<file path="config.mk">
export PLATFORM = sky130hd
export DESIGN_NAME = sm4_ctrl
export DESIGN_NICKNAME = d
export VERILOG_FILES = /design/src/rtl/sm4_ctrl_pkg.sv /design/src/rtl/sm4_ctrl_regs.sv /design/src/rtl/sm4_ctrl.sv
export SDC_FILE = /design/constraint.sdc
export NUM_CORES = 1
export LEC_CHECK = 0
export BUFFER_PORTS_ARGS = -buffer_cell sky130_fd_sc_hd__buf_2
export CAP_MARGIN = 20
export CELL_PAD_IN_SITES_DETAIL_PLACEMENT = 1
export CELL_PAD_IN_SITES_GLOBAL_PLACEMENT = 2
export CORE_MARGIN = 4
export CORE_UTILIZATION = 34
export DETAILED_ROUTE_END_ITERATION = 8
export GPL_TIMING_DRIVEN = 1
export PLACE_DENSITY_LB_ADDON = 0.1
export SYNTH_ARGS = -nofsm -noshare
export SYNTH_HDL_FRONTEND = slang
export SYNTH_SLANG_ARGS = --single-unit
</file>
<file path="constraint.sdc">
create_clock -name clk -period 2.3 [get_ports clk]
set_input_delay 0.345 -clock clk [delete_from_list [all_inputs] [get_ports clk]]
set_output_delay 0.345 -clock clk [all_outputs]
set_load 0.005 [all_outputs]
</file>
<file path="src/rtl/sm4_ctrl_pkg.sv">
// sm4_ctrl_pkg: shared types and constants for the SM4 core controller.
//   state_t     : controller FSM states
//   ADDR_*      : host register map base addresses
//   CTRL_*      : bit positions inside the control register
//   get_word / put_word : 32-bit word access into a 128-bit block,
//                         word 0 being bits [127:96]
package sm4_ctrl_pkg;

    typedef enum logic [2:0] {
        IDLE,
        KEY,
        KWAIT,
        BLK,
        BWAIT
    } state_t;

    localparam logic [3:0] ADDR_KEY0  = 4'd0;
    localparam logic [3:0] ADDR_DATA0 = 4'd4;
    localparam logic [3:0] ADDR_IV0   = 4'd8;
    localparam logic [3:0] ADDR_CTRL  = 4'd12;

    localparam int unsigned CTRL_START_KEY = 0;
    localparam int unsigned CTRL_START_BLK = 1;
    localparam int unsigned CTRL_DEC       = 2;
    localparam int unsigned CTRL_CLR       = 3;

    function automatic logic [31:0] get_word(input logic [127:0] v, input logic [1:0] idx);
        logic [31:0] w;
        w = '0;
        case (idx)
            2'd0: w = v[127:96];
            2'd1: w = v[95:64];
            2'd2: w = v[63:32];
            2'd3: w = v[31:0];
            default: w = '0;
        endcase
        return w;
    endfunction

    function automatic logic [127:0] put_word(input logic [127:0] v, input logic [1:0] idx,
                                              input logic [31:0] w);
        logic [127:0] r;
        r = v;
        case (idx)
            2'd0: r[127:96] = w;
            2'd1: r[95:64]  = w;
            2'd2: r[63:32]  = w;
            2'd3: r[31:0]   = w;
            default: r = v;
        endcase
        return r;
    endfunction

endpackage

</file>
<file path="src/rtl/sm4_ctrl_regs.sv">
// sm4_ctrl_regs: key/data/IV/result register file and host read mux.
// Optional macro SM4_CTRL_CBC_EN adds the IV register and CBC chaining;
// without it the block runs ECB and IV addresses are ignored / read 0.
// Ports:
//   clk, reset_n       : clock, asynchronous active-low reset
//   wr_accept          : host write strobe already qualified by !busy
//   wr_addr, wr_data   : host write address / data
//   rd_addr, rd_data   : host read address / combinational read data
//   status             : {key_ok, err, done, busy} for the status word
//   capture            : core result valid while waiting for a block
//   dec                : (CBC only) current operation is decrypt
//   core_result        : result word from the core
//   user_key           : registered key towards the core
//   blk_data           : registered block towards the core
module sm4_ctrl_regs
    import sm4_ctrl_pkg::*;
(
    input  logic         clk,
    input  logic         reset_n,
    input  logic         wr_accept,
    input  logic [3:0]   wr_addr,
    input  logic [31:0]  wr_data,
    input  logic [3:0]   rd_addr,
    output logic [31:0]  rd_data,
    input  logic [3:0]   status,
    input  logic         capture,
`ifdef SM4_CTRL_CBC_EN
    input  logic         dec,
`endif
    input  logic [127:0] core_result,
    output logic [127:0] user_key,
    output logic [127:0] blk_data
);

    logic [127:0] key_q;
    logic [127:0] data_q;
    logic [127:0] result_q;
`ifdef SM4_CTRL_CBC_EN
    logic [127:0] iv_q;
    logic [127:0] chain_q;
`endif

    always_ff @(posedge clk or negedge reset_n) begin
        if (!reset_n) begin
            key_q    <= '0;
            data_q   <= '0;
            result_q <= '0;
            user_key <= '0;
            blk_data <= '0;
`ifdef SM4_CTRL_CBC_EN
            iv_q     <= '0;
            chain_q  <= '0;
`endif
        end else begin
            if (wr_accept) begin
                case (wr_addr[3:2])
                    ADDR_KEY0[3:2]:  key_q  <= put_word(key_q, wr_addr[1:0], wr_data);
                    ADDR_DATA0[3:2]: data_q <= put_word(data_q, wr_addr[1:0], wr_data);
`ifdef SM4_CTRL_CBC_EN
                    ADDR_IV0[3:2]: begin
                        iv_q    <= put_word(iv_q, wr_addr[1:0], wr_data);
                        chain_q <= put_word(chain_q, wr_addr[1:0], wr_data);
                    end
`endif
                    default: ;
                endcase
            end
            // capture only happens while busy, so it never collides with a write
            if (capture) begin
`ifdef SM4_CTRL_CBC_EN
                if (dec) begin
                    result_q <= core_result ^ chain_q;
                    chain_q  <= data_q;
                end else begin
                    result_q <= core_result;
                    chain_q  <= core_result;
                end
`else
                result_q <= core_result;
`endif
            end
            user_key <= key_q;
`ifdef SM4_CTRL_CBC_EN
            blk_data <= dec ? data_q : (data_q ^ chain_q);
`else
            blk_data <= data_q;
`endif
        end
    end

    always_comb begin
        rd_data = '0;
        case (rd_addr[3:2])
            2'b00: rd_data = get_word(result_q, rd_addr[1:0]);
            2'b01: rd_data = get_word(data_q, rd_addr[1:0]);
`ifdef SM4_CTRL_CBC_EN
            2'b10: rd_data = get_word(iv_q, rd_addr[1:0]);
`endif
            2'b11: if (rd_addr == ADDR_CTRL) rd_data = {28'b0, status};
            default: rd_data = '0;
        endcase
    end

endmodule

</file>
<file path="src/rtl/sm4_ctrl.sv">
// sm4_ctrl: host-facing controller sequencing an SM4 core through key
// expansion and single-block encrypt/decrypt, with a response watchdog.
// Optional macro SM4_CTRL_CBC_EN enables CBC chaining (see sm4_ctrl_regs).
// Ports:
//   clk, reset_n                 : clock, asynchronous active-low reset
//   wr_en/wr_addr/wr_data        : host register write
//   rd_addr/rd_data              : host combinational register read
//   busy, done, err              : operation in progress, sticky flags
//   sm4_enable_out .. blk_data_out : registered core controls and data
//   key_exp_ready_in, core_valid_in, core_result_in : core responses
module sm4_ctrl
    import sm4_ctrl_pkg::*;
#(
    parameter int unsigned WDOG_CYCLES = 255
) (
    input  logic         clk,
    input  logic         reset_n,
    input  logic         wr_en,
    input  logic [3:0]   wr_addr,
    input  logic [31:0]  wr_data,
    input  logic [3:0]   rd_addr,
    output logic [31:0]  rd_data,
    output logic         busy,
    output logic         done,
    output logic         err,
    output logic         sm4_enable_out,
    output logic         enable_key_exp_out,
    output logic         user_key_valid_out,
    output logic [127:0] user_key_out,
    output logic         encdec_sel_out,
    output logic         encdec_enable_out,
    output logic         blk_valid_out,
    output logic [127:0] blk_data_out,
    input  logic         key_exp_ready_in,
    input  logic         core_valid_in,
    input  logic [127:0] core_result_in
);

    localparam int unsigned WW = (WDOG_CYCLES < 2) ? 1 : $clog2(WDOG_CYCLES + 1);
    localparam logic [WW-1:0] WDOG_LAST = WW'(WDOG_CYCLES - 1);

    state_t        state_q, state_d;
    logic [WW-1:0] wdog_q, wdog_d;
    logic          key_ok_q, key_ok_d;
    logic          done_d, err_d, sel_d;
    logic          ctrl_wr, key_wr, capture;

    assign busy    = (state_q != IDLE);
    assign ctrl_wr = wr_en && (wr_addr == ADDR_CTRL);
    assign key_wr  = wr_en && (wr_addr[3:2] == ADDR_KEY0[3:2]) && !busy;

    always_comb begin
        state_d  = state_q;
        wdog_d   = wdog_q;
        key_ok_d = key_ok_q;
        done_d   = done;
        err_d    = err;
        sel_d    = encdec_sel_out;
        capture  = 1'b0;
        case (state_q)
            IDLE: begin
                if (key_wr) key_ok_d = 1'b0;
                if (ctrl_wr) begin
                    if (wr_data[CTRL_CLR]) begin
                        done_d = 1'b0;
                        err_d  = 1'b0;
                    end
                    if (wr_data[CTRL_START_KEY]) begin
                        sel_d    = wr_data[CTRL_DEC];
                        key_ok_d = 1'b0;
                        state_d  = KEY;
                    end else if (wr_data[CTRL_START_BLK]) begin
                        if (key_ok_q) begin
                            done_d  = 1'b0;
                            state_d = BLK;
                        end else begin
                            err_d = 1'b1;
                        end
                    end
                end
            end
            KEY: begin
                wdog_d  = '0;
                state_d = KWAIT;
            end
            KWAIT: begin
                if (key_exp_ready_in) begin
                    key_ok_d = 1'b1;
                    state_d  = IDLE;
                end else if (wdog_q == WDOG_LAST) begin
                    err_d    = 1'b1;
                    key_ok_d = 1'b0;
                    state_d  = IDLE;
                end else begin
                    wdog_d = wdog_q + WW'(1);
                end
            end
            BLK: begin
                wdog_d  = '0;
                state_d = BWAIT;
            end
            BWAIT: begin
                // a response arriving on the timeout cycle still counts
                if (core_valid_in) begin
                    capture = 1'b1;
                    done_d  = 1'b1;
                    state_d = IDLE;
                end else if (wdog_q == WDOG_LAST) begin
                    err_d   = 1'b1;
                    state_d = IDLE;
                end else begin
                    wdog_d = wdog_q + WW'(1);
                end
            end
            default: state_d = IDLE;
        endcase
        if (ctrl_wr && busy) err_d = 1'b1;
    end

    // Core strobes are registered from the next state so they line up
    // with the state they belong to.
    always_ff @(posedge clk or negedge reset_n) begin
        if (!reset_n) begin
            state_q            <= IDLE;
            wdog_q             <= '0;
            key_ok_q           <= 1'b0;
            done               <= 1'b0;
            err                <= 1'b0;
            encdec_sel_out     <= 1'b0;
            sm4_enable_out     <= 1'b0;
            enable_key_exp_out <= 1'b0;
            user_key_valid_out <= 1'b0;
            encdec_enable_out  <= 1'b0;
            blk_valid_out      <= 1'b0;
        end else begin
            state_q            <= state_d;
            wdog_q             <= wdog_d;
            key_ok_q           <= key_ok_d;
            done               <= done_d;
            err                <= err_d;
            encdec_sel_out     <= sel_d;
            sm4_enable_out     <= key_ok_d | (state_d != IDLE);
            enable_key_exp_out <= (state_d == KEY) || (state_d == KWAIT);
            user_key_valid_out <= (state_d == KEY);
            encdec_enable_out  <= (state_d == BLK) || (state_d == BWAIT);
            blk_valid_out      <= (state_d == BLK);
        end
    end

    sm4_ctrl_regs u_regs (
        .clk         (clk),
        .reset_n     (reset_n),
        .wr_accept   (wr_en && !busy),
        .wr_addr     (wr_addr),
        .wr_data     (wr_data),
        .rd_addr     (rd_addr),
        .rd_data     (rd_data),
        .status      ({key_ok_q, err, done, busy}),
        .capture     (capture),
`ifdef SM4_CTRL_CBC_EN
        .dec         (encdec_sel_out),
`endif
        .core_result (core_result_in),
        .user_key    (user_key_out),
        .blk_data    (blk_data_out)
    );

endmodule

</file>
Word-level counts from Yosys, hierarchy flattened

Cells that the tools add are included.

Bitwise operators: 1
Mux-type cells: 41
Add/subtract/negate cells: 1
Reductions and logical operators: 31
Eq/ne operators: 27

Operator list:

| operator                                             | number |
|---|---|
| one-hot mux 32 bit (4 select lines)                  | 2 |
| one-hot mux 32 bit (3 select lines)                  | 1 |
| AND reduction 3 bit                                  | 11 |
| 2-to-1 mux 8 bit                                     | 3 |
| one-hot mux 8 bit (3 select lines)                   | 1 |
| 2-to-1 mux 1 bit                                     | 22 |
| 2-to-1 mux 3 bit                                     | 7 |
| one-hot mux 3 bit (5 select lines)                   | 1 |
| equality test 3 x 2 -> 1 bit (second input constant) | 4 |
| equality test 2 bit (second input constant)          | 5 |
| != test 3 bit (second input constant)                | 3 |
| nonzero test 3 bit                                   | 3 |
| adder 8 x 1 -> 8 bit (second input constant)         | 1 |
| equality test 2 x 1 -> 1 bit (second input constant) | 4 |
| equality test 4 bit (second input constant)          | 2 |
| equality test 8 bit (second input constant)          | 1 |
| zero test 2 bit                                      | 4 |
| != test 2 bit (second input constant)                | 4 |
| equality test 3 x 1 -> 1 bit (second input constant) | 2 |
| equality test 3 bit (second input constant)          | 2 |
| logical AND 1 bit                                    | 5 |
| 2-to-1 mux 4 bit                                     | 1 |
| one-hot mux 1 bit (2 select lines)                   | 2 |
| AND reduction 4 bit                                  | 1 |
| other kinds (8)                                      | 9 |

Bits of input ports: 173
Register bits: 660

Logic depth before layout (Yosys ltp)

Gate-level depths: netlist of the first run.

Depth in word-level cells: 8
Mapped depth: 8
Depth with buffers taken out: 7

Modules after synthesis

Synthesis of the first run repeated with hierarchy kept, for this count alone.

Cells, all modules: 1475
Area, all modules: 24114.4 µm²

Modules (own cells, without submodules):

| module        | instances | cells an instance | area an instance (µm²) | seq. area each (µm²) |
|---|---|---|---|---|
| sm4_ctrl_regs | 1         | 1372              | 23055.9                | 16015.4 |
| sm4_ctrl      | 1         | 103               | 1058.5                 | 500.5 |

Worst setup path before layout of the first run

Ideal clock, no wire load.

Path type: reg2reg
From: reg state_q[2]
To: reg u_regs.key_q[65]
Setup slack: 0.066 ns
Buffers on the path: 2
Cell stages (with the launch flop): 8
Setup time: 0.128 ns
Data required time: 2.172 ns
Clock period less this slack: 2.234 ns
Data arrival time: 2.107 ns
Cell sequence: dfrtp_1 > nor3_4 > inv_2 > or4_1 > buf_2 > nor3b_4 > buf_6 > mux2_1

Cells in the longest elaborated chain, start to end: 4

RTL lines:

| element                              | RTL line            | RTL |
|---|---|---|
| from (decl)                          | sm4_ctrl.sv:42      | `state_t state_q, state_d;` |
| from (signal assigned)               | sm4_ctrl.sv:136     | `state_q <= state_d;` |
| nonzero test 3 bit                   | sm4_ctrl.sv:48      | `assign busy = (state_q != IDLE);` |
| via busy                             | sm4_ctrl.sv:23      | `output logic busy,` |
| zero test 1 bit                      | sm4_ctrl.sv:153     | `.wr_accept (wr_en && !busy),` |
| logical AND 1 bit                    | sm4_ctrl.sv:153     |  |
| AND reduction 3 bit (no source line) | -                   |  |
| to (signal assigned)                 | sm4_ctrl_regs.sv:57 | `ADDR_KEY0[3:2]: key_q <= put_word(key_q, wr_addr[1:0], wr_data);` |
| to (decl)                            | sm4_ctrl_regs.sv:35 | `logic [127:0] key_q;` |

The timed path passes the listed nets, and every way through them passes these cells.
A chain may end at the register's enable or synchronous reset.

Final worst setup path of the first run

From: reg state_q[0]
To: reg u_regs.key_q[92]

Cells in the longest elaborated chain, start to end: 4

RTL lines:

| element                              | RTL line |
|---|---|
| nonzero test 3 bit                   | sm4_ctrl.sv:48 |
| zero test 1 bit                      | sm4_ctrl.sv:153 |
| logical AND 1 bit                    | sm4_ctrl.sv:153 |
| AND reduction 3 bit (no source line) | - |

Every way passes these cells.

==> results of run 1 <==
-- what timing repair did --
item                                   in CTS  in global routing
endpoints found under the hold margin     152                  1
setup buffers                               6                 10
hold buffers                              123                  1
pin swaps                                  11                 23
resized for setup                          43                 99
cloned                                      2                  6
setup endpoints to repair                  23                120
-- critical path, stage by stage, from the launching register on --
cell and delay [ns]:
dfrtp_1 0.41, nor3_4 0.19, inv_2 0.06, or4_4 0.47, buf_12 0.16, nor3b_4 0.18, buf_6 0.20, clkbuf_16 0.22
mux2_1 0.33
-- sequential cells by signal, indices dropped and copies added (netlist names) --
register / flops
enable_key_exp_out: 1
state_q: 3
u_regs.blk_data: 128
encdec_sel_out: 1
u_regs.key_q: 128
u_regs.result_q: 128
key_ok_q: 1
user_key_valid_out: 1
u_regs.user_key: 128
err: 1
u_regs.data_q: 128
sm4_enable_out: 1
wdog_q: 8
done: 1
blk_valid_out: 1
encdec_enable_out: 1
-- power by group --
| part | switching, uW | internal (uW) | total [uW] | leakage (uW) |
|---|---|---|---|---|
| Sequential | 1170 | 13900 | 15000 | 0.00833 |
| Clock | 4780 | 6810 | 11600 | 0.00118 |
| Combinational | 2320 | 2430 | 4750 | 0.00652 |
-- cells in the final DEF (no fill, tap or decap), types with 3 or more instances in the layout --
master         Yosys  layout
dfrtp_1          660     660
nor2_1           129     127
inv_6              0       4
buf_12             0      35
mux2i_2            0       6
inv_1             62      62
o21ai_1            0       3
o31ai_1            3       3
clkbuf_1          63      14
mux2_4             0      68
diode_2            0       6
a21oi_1          100      81
a221oi_1          28       5
buf_2             21     465
mux2_2           353     305
clkinv_8           0       3
clkbuf_8           0      20
clkbuf_16          0      78
nand2_1           66      65
a211oi_1           4       3
a221oi_2           0      22
dlygate4sd3_1      0     124
mux2_1            34      14
buf_4              0      53
a21oi_2            0      17
buf_6              6       6
a22oi_1            5       4
or2_2              3       3
o21ai_0           35      32
o22ai_1           32      32
nand3_1            7       6
clkinv_2           0      11
or3_1              6       6
mux2i_1           36      29
-- worst min path at each step --
stage	cells after the start	start	to
after CTS	2	core_result_in[50]	u_regs.result_q[50]
after detailed placement	1	reset_n	u_regs.result_q[24]
after global placement	1	reset_n	u_regs.result_q[27]
final	2	core_result_in[50]	u_regs.result_q[50]
after floorplan	0	reset_n	blk_valid_out
after global routing	2	core_result_in[50]	u_regs.result_q[50]
-- logic make-up after synthesis --
kind of cell,count (synthesis),synth area share
DFF,660,0.678
and+or+nand+nor,239,0.0439
buffers and inverters,167,0.0287
AOI/OAI and AO/OA,219,0.0540
xor gates and xnor gates,2,0.000719
adders and majority gates,2,0.00103
muxes,423,0.194
-- through the flow --
step                 util  instances
floorplan               -       1712
global placement    0.404       3093
detailed placement  0.404       3093
CTS                 0.459       3353
global route        0.468       3370
finish              0.468       3373
-- metal layers --
| metal | track usage | vias up | routed length (um) |
|---|---|---|---|
| met5 | 0 | - | 27 |
| met4 | 0.0834 | 4 | 2860 |
| met3 | 0.0619 | 119 | 5770 |
| met2 | 0.372 | 403 | 42600 |
| met1 | 0.251 | 8450 | 32700 |
| li1 | - | 7259 | - |
-- layout make-up --
type                       instances  area (sq um)  share of cell area
inverter                          63           236             0.00717
antenna                            6          15.0            0.000455
sequential                       660         16500               0.501
tap                              940          1180              0.0357
clock buffer                     108          2180              0.0661
clock inverter                    21           206             0.00626
timing repair buffer             690          4900               0.149
multi-input combinational        885          7750               0.235
==> impl_metrics.env, run 1 <==
export IMPL_die_w_um=276
export IMPL_cts_sinks=660
export IMPL_p_total_uw=31400
export IMPL_r2r_start="state_q[0]"
export IMPL_tns_ns=-1.72
export IMPL_ys_warn_count=0
export IMPL_violations="setup timing"
export IMPL_finalCritPeriodShare=1.03
export IMPL_status="finished, violations left"
export IMPL_grt_usage=0.214
export IMPL_fillers=7239
export IMPL_die_y_um=276
export IMPL_p_leak_uw=0.0160
export IMPL_start_kind="register"
export IMPL_synthesis_area_sq_mm=0.0244
export IMPL_antenna_found_initial=8
export IMPL_synthTopCellsByCount="660 x dfrtp_1, 353 x mux2_2, 129 x nor2_1"
export IMPL_synth_top_area_frac=0.678
export IMPL_yosys_area_top_type="dfrtp_1"
export IMPL_io_pins=470
export IMPL_fin_hold_ws_ns=0.0411
export IMPL_dr_first_iter_drc_count=685
export IMPL_initial_core_util=0.345
export IMPL_min_period_ns=2.37
export IMPL_vdd_ir_drop_max_v=0.000614
export IMPL_synth_nets=1887
export IMPL_hold_path_class="in -> reg"
export IMPL_crit_required_ns=2.78
export IMPL_drv_cap=0
export IMPL_setup_ws_ns=-0.0741
export IMPL_clk_path_buf_depth=3
export IMPL_syn_to_final_growth_pct=35.4
export IMPL_die_area_sq_mm=0.0760
export IMPL_async_reset_ff_frac=1.00
export IMPL_pre_cts_ws_ns=-0.0488
export IMPL_avgViaCountPerCell=4.81
export IMPL_drive_gt1_frac=0.464
export IMPL_r2r_end="u_regs.key_q[92]"
export IMPL_cts_root_buf="clkbuf_16"
export IMPL_path_class="reg -> reg"
export IMPL_synth_most_common_cell="dfrtp_1"
export IMPL_finalSetupViolations=48
export IMPL_first_global_vias=18200
export IMPL_grt_pass1_wl_mm=120
export IMPL_path_max_fanout=8
export IMPL_routed_via_count=16200
export IMPL_syn_area_per_cell_sq_um=14.2
export IMPL_port_buffers=469
export IMPL_synth_edf_count=0
export IMPL_cts_buffers=74
export IMPL_hold_viol=0
export IMPL_critPathLaunch="state_q[0]"
export IMPL_routed_wl_mm=84.0
export IMPL_htreeDepth=3
export IMPL_fmax_mhz=421
export IMPL_fp_coreArea_sq_mm=0.0705
export IMPL_arrival_ns=2.86
export IMPL_rows=97
export IMPL_crit_path_end="u_regs.key_q[92]"
export IMPL_grt_max_degree=105
export IMPL_clock_latency_ns=0.62
export IMPL_path_clk_slew_ns=0.06
export IMPL_wl_per_cell_um=24.9
export IMPL_gr_total_overflow=0
export IMPL_powerDensity_mw_per_mm2=951
export IMPL_synth_main_ff_cell="dfrtp_1"
export IMPL_synth_area_leaders="dfrtp_1 68%, mux2_2 16%, a21oi_1 2.1%"
export IMPL_cts_tree="built"
export IMPL_yosysSeqAreaShare=0.678
export IMPL_synth_seq_cells=660
export IMPL_slew_headroom=0.588
export IMPL_tightest_slew_ns=0.609
export IMPL_place_gp_congestion=0.756
export IMPL_skew_ns=0.0232
export IMPL_final_area_sq_mm=0.0330
export IMPL_rsz0062_at_grt="true"
export IMPL_r2r_cells=8
export IMPL_end_kind="register"
export IMPL_yosysUniqueCellTypes=49
export IMPL_fin_nets=2549
export IMPL_drc=0
export IMPL_r2r_slack_ns=-0.07
export IMPL_dpl_cell_area_sq_mm=0.0285
export IMPL_ant_nets=0
export IMPL_syn_inst=1712
export IMPL_maxSlewViolCount=0
export IMPL_hpwl_mm=56.9
export IMPL_firstDrtPassIters=4
(Power assumes the default switching activity.)
==> inputs of run 2 (changes only) <==
==> constraint.sdc (replaced) <==
create_clock -name clk -period 2.3 [get_ports clk]
set_input_delay 0 -clock clk [delete_from_list [all_inputs] [get_ports clk]]
set_output_delay 0 -clock clk [all_outputs]
set_load 0.005 [all_outputs]
==> impl_metrics.env, run 2 (synthesis results as in run 1) <==
export IMPL_status="completed"
export IMPL_port_buffers=469
export IMPL_crit_required_ns=2.79
export IMPL_drive_gt1_frac=0.431
export IMPL_finalCritPeriodShare=0.993
export IMPL_post_route_util=0.463
export IMPL_fillers=7251
export IMPL_fin_nets=2571
export IMPL_rows=97
export IMPL_switchingPower_uw=8110
export IMPL_cts_root_buf="clkbuf_16"
export IMPL_skew_ns=0.0144
export IMPL_rsz0062_at_grt="true"
export IMPL_grt_max_degree=81
export IMPL_start_kind="register"
export IMPL_tightest_slew_ns=0.796
export IMPL_cts_sinks=660
export IMPL_routed_wl_mm=80.7
export IMPL_ant_nets=0
export IMPL_hold_path_class="in -> async"
export IMPL_final_cell_mix="660 x dfrtp_1, 465 x buf_2, 344 x mux2_2, 168 x dlygate4sd3_1, 128 x nor2_1"
export IMPL_die_area_sq_mm=0.0760
export IMPL_r2r_start="state_q[1]"
export IMPL_p_int_uw=22900
export IMPL_switching_share=0.261
export IMPL_p_leak_uw=0.0159
export IMPL_end_kind="register"
export IMPL_wl_per_cell_um=23.8
export IMPL_clock_latency_ns=0.61
export IMPL_first_global_vias=18000
export IMPL_setup_ws_ns=0.0171
export IMPL_p_clk_frac=0.369
export IMPL_cts_tree="built"
export IMPL_drc=0
export IMPL_io_pins=470
export IMPL_dpl_cell_area_sq_mm=0.0283
export IMPL_vdd_ir_drop_max_v=0.000595
export IMPL_grt_pass1_wl_mm=117
export IMPL_clk_path_buf_depth=3
export IMPL_slew_headroom=0.469
export IMPL_fp_coreArea_sq_mm=0.0705
export IMPL_syn_to_final_growth_pct=34.0
export IMPL_combPwrFrac=0.147
export IMPL_arrival_ns=2.77
export IMPL_maxSlewViolCount=0
export IMPL_dr_first_iter_drc_count=706
export IMPL_layout_commonest_cell="dfrtp_1"
export IMPL_pre_cts_ws_ns=0.0178
export IMPL_path_max_fanout=8
export IMPL_hold_viol=0
export IMPL_p_total_uw=31000
export IMPL_path_clk_slew_ns=0.06
export IMPL_r2r_slack_ns=0.02
export IMPL_cts_buffers=73
export IMPL_r2r_end="u_regs.key_q[90]"
export IMPL_final_area_sq_mm=0.0327
export IMPL_antenna_found_initial=8
export IMPL_die_y_um=276
export IMPL_place_gp_congestion=0.766
export IMPL_htreeDepth=3
export IMPL_r2r_cells=8
export IMPL_path_class="reg -> reg"
export IMPL_grt_usage=0.207
export IMPL_fin_hold_ws_ns=0.0113
export IMPL_routed_via_count=16200
export IMPL_avgViaCountPerCell=4.77
export IMPL_seqPwrFrac=0.484
export IMPL_fmax_mhz=438
export IMPL_gr_total_overflow=0
export IMPL_min_period_ns=2.28
export IMPL_powerDensity_mw_per_mm2=950
export IMPL_drv_cap=0
export IMPL_initial_core_util=0.345
export IMPL_die_w_um=276
export IMPL_firstDrtPassIters=4
export IMPL_hpwl_mm=55.3
export IMPL_finalSetupViolations=0
[run 2: critical path: stages, from the launching register on]
cell     delay [ns]
dfrtp_1        0.41
nor3_4         0.22
inv_2          0.05
or4_4          0.41
buf_6          0.15
nor3b_4        0.22
buf_6          0.18
buf_12         0.17
mux2_4         0.32
[run 2: per-stage QoR]
step	setup TNS (ns)	instances
after detailed placement	0	3083
final	0	3398
after global routing	-2.60	3397
after global placement	0	3083
after floorplan	0	1712
after CTS	0	3383
[run 2: timing repair]
item                                    CTS  global route
resized for setup                         1            49
gates cloned                              0             5
hold buffers                            168             0
setup buffers                             0             5
endpoints found under the setup margin    1            72
endpoints found under the hold margin   575             0
pin swaps                                 0             2
[run 2: worst max path at each step]
| stage | startpoint | to | slack (ns) | cells past startpoint |
|---|---|---|---|---|
| final | state_q[1] | u_regs.key_q[90] | 0.02 | 8 |
| after global routing | state_q[1] | u_regs.key_q[80] | -0.07 | 8 |
| after CTS | state_q[2] | u_regs.key_q[81] | 0.006 | 7 |
| after detailed placement | state_q[2] | u_regs.key_q[90] | 0.02 | 7 |
| after global placement | state_q[2] | u_regs.key_q[86] | 0.04 | 7 |
| after floorplan | state_q[2] | u_regs.key_q[65] | 0.07 | 7 |
[run 2: routing by layer]
metal / vias up / global-route usage / share of wire
li1: 7297 / - / -
met1: 8380 / 0.241 / 0.39
met2: 402 / 0.363 / 0.51
met3: 117 / 0.0626 / 0.069
met4: 0 / 0.0755 / 0.035
met5: - / 0 / 0
[run 2: area by class of cell]
class,count,area [sq um],share of cell area
diodes,5,12.5,0.000383
multi-input cells,885,7350,0.225
clock inverters,19,196,0.00602
clock buffers,113,2160,0.0661
repair buffers,713,5010,0.153
well taps,940,1180,0.0360
inverters,63,236,0.00724
flip-flops and latches,660,16500,0.506
[run 2: power groups by stage]
stage	logic, uW	clock network [uW]	registers [uW]
after floorplan	1610	0	15000
after CTS	4570	11800	15000
after global placement	4220	0	15100
after global routing	5070	12300	15300
after detailed placement	4310	0	15200
final	4570	11400	15000
==> inputs of run 3 (changes only) <==
- CORE_UTILIZATION: 34 -> 38
- clock period: 2.3 -> 2.2 ns (I/O delays scaled with it)
==> impl_metrics.env, run 3 (synthesis results as in run 1) <==
export IMPL_layout_commonest_cell="dfrtp_1"
export IMPL_p_leak_uw=0.0160
export IMPL_dr_first_iter_drc_count=637
export IMPL_start_kind="register"
export IMPL_path_clk_slew_ns=0.06
export IMPL_skew_ns=0.0169
export IMPL_cts_sinks=660
export IMPL_avgViaCountPerCell=4.97
export IMPL_path_class="reg -> reg"
export IMPL_drc=0
export IMPL_fp_coreArea_sq_mm=0.0633
export IMPL_status="finished, violations left"
export IMPL_io_pins=470
export IMPL_grt_max_degree=73
export IMPL_ant_nets=0
export IMPL_powerDensity_mw_per_mm2=990
export IMPL_routed_wl_mm=80.2
export IMPL_initial_core_util=0.385
export IMPL_die_w_um=261
export IMPL_syn_to_final_growth_pct=34.7
export IMPL_rows=92
export IMPL_violations="setup timing"
export IMPL_port_buffers=469
export IMPL_crit_required_ns=2.67
export IMPL_wl_per_cell_um=24.3
export IMPL_p_total_uw=32500
export IMPL_rsz0062_at_grt="true"
export IMPL_routed_via_count=16400
export IMPL_gr_total_overflow=0
export IMPL_die_area_sq_mm=0.0682
export IMPL_antenna_found_initial=7
export IMPL_min_period_ns=2.25
export IMPL_finalCritPeriodShare=1.02
export IMPL_maxSlewViolCount=0
export IMPL_fmax_mhz=444
export IMPL_clock_latency_ns=0.60
export IMPL_die_y_um=261
export IMPL_path_max_fanout=16
export IMPL_fin_nets=2575
export IMPL_drive_gt1_frac=0.428
export IMPL_tightest_slew_ns=0.762
export IMPL_htreeDepth=3
export IMPL_final_cell_mix="660 x dfrtp_1, 465 x buf_2, 304 x mux2_2, 168 x dlygate4sd3_1, 128 x nor2_1"
export IMPL_drv_cap=0
export IMPL_hold_path_class="in -> reg"
export IMPL_first_global_vias=18100
export IMPL_cts_tree="built"
export IMPL_place_gp_congestion=0.798
export IMPL_hpwl_mm=53.8
export IMPL_end_kind="register"
export IMPL_grt_usage=0.227
export IMPL_arrival_ns=2.72
export IMPL_setup_ws_ns=-0.0520
export IMPL_finalSetupViolations=50
export IMPL_slew_headroom=0.492
export IMPL_grt_pass1_wl_mm=116
export IMPL_tns_ns=-1.37
export IMPL_firstDrtPassIters=4
export IMPL_hold_viol=0
export IMPL_vdd_ir_drop_max_v=0.000717
export IMPL_clk_path_buf_depth=3
export IMPL_cts_root_buf="clkbuf_16"
export IMPL_cts_buffers=72
## run 3: routing by layer
metal,routed length (um),vias up,global-route usage,part of all wire
met1,31300,8512,0.269,0.39
met3,5320,152,0.0650,0.066
met2,40100,410,0.392,0.50
met4,3430,2,0.0881,0.043
met5,13,-,0,0.00016
li1,-,7303,-,-
## run 3: area by class of cell
| cell class | count | area [sq um] |
|---|---|---|
| Clock buffer | 110 | 2200 |
| Tap cell | 846 | 1060 |
| Antenna cell | 3 | 7.51 |
| Clock inverter | 13 | 135 |
| Inverter | 63 | 236 |
| Multi-Input combinational cell | 885 | 7470 |
| Fill cell | 6393 | 30500 |
| Sequential cell | 660 | 16500 |
| Timing Repair Buffer | 718 | 5180 |
## run 3: path summary, 6_finish.rpt
check                                      start  depth (start not counted)                   to  slack, ns
worst max-delay path                  state_q[1]                          7     u_regs.key_q[77]      -0.05
worst min-delay path                  wr_addr[0]                          5                  err       0.05
worst max register to register        state_q[1]                          7     u_regs.key_q[77]      -0.05
worst min register to register  u_regs.key_q[58]                          0  u_regs.user_key[58]       0.37
max in group asynchronous                reset_n                          4    u_regs.data_q[13]       0.69
min in group asynchronous                reset_n                          3  u_regs.result_q[51]       0.52
## run 3: critical path, stage by stage, from the launching register on
cell and delay, ns:
dfrtp_1 0.40, nor3_4 0.21, inv_2 0.05, or4_4 0.49, nor3b_4 0.24, buf_12 0.17
buf_12 0.17, mux2_1 0.35
## run 3: metrics by stage
| step | instance area, sq um | instances | setup WS (ns) | hold slack [ns] | utilization |
|---|---|---|---|---|---|
| after floorplan | 24400 | 1712 | -0.0188 | -0.296 | - |
| after global placement | 28200 | 2988 | -0.0271 | 0.0518 | 0.446 |
| after detailed placement | 28200 | 2988 | -0.0706 | 0.0607 | 0.446 |
| after CTS | 32300 | 3283 | -0.0718 | 0.0143 | 0.510 |
| after global routing | 32800 | 3297 | -0.139 | 0.0755 | 0.518 |
| final | 32800 | 3298 | -0.0520 | 0.0496 | 0.518 |
## run 3: power breakdown
group	leakage [uW]	switching [uW]	internal, uW	total [uW]
registers	0.00833	1240	14500	15700
clock network	0.00115	4800	7100	11900
logic	0.00655	2340	2520	4860
## run 3: timing repair
action                                  in CTS  in global routing
gates cloned                                 2                  6
pin swaps                                    0                  2
resized for setup                            7                 73
hold buffers                               168                  0
endpoints found under the setup margin      84                106
hold endpoints to repair                   921                  0
setup buffers                                2                  7
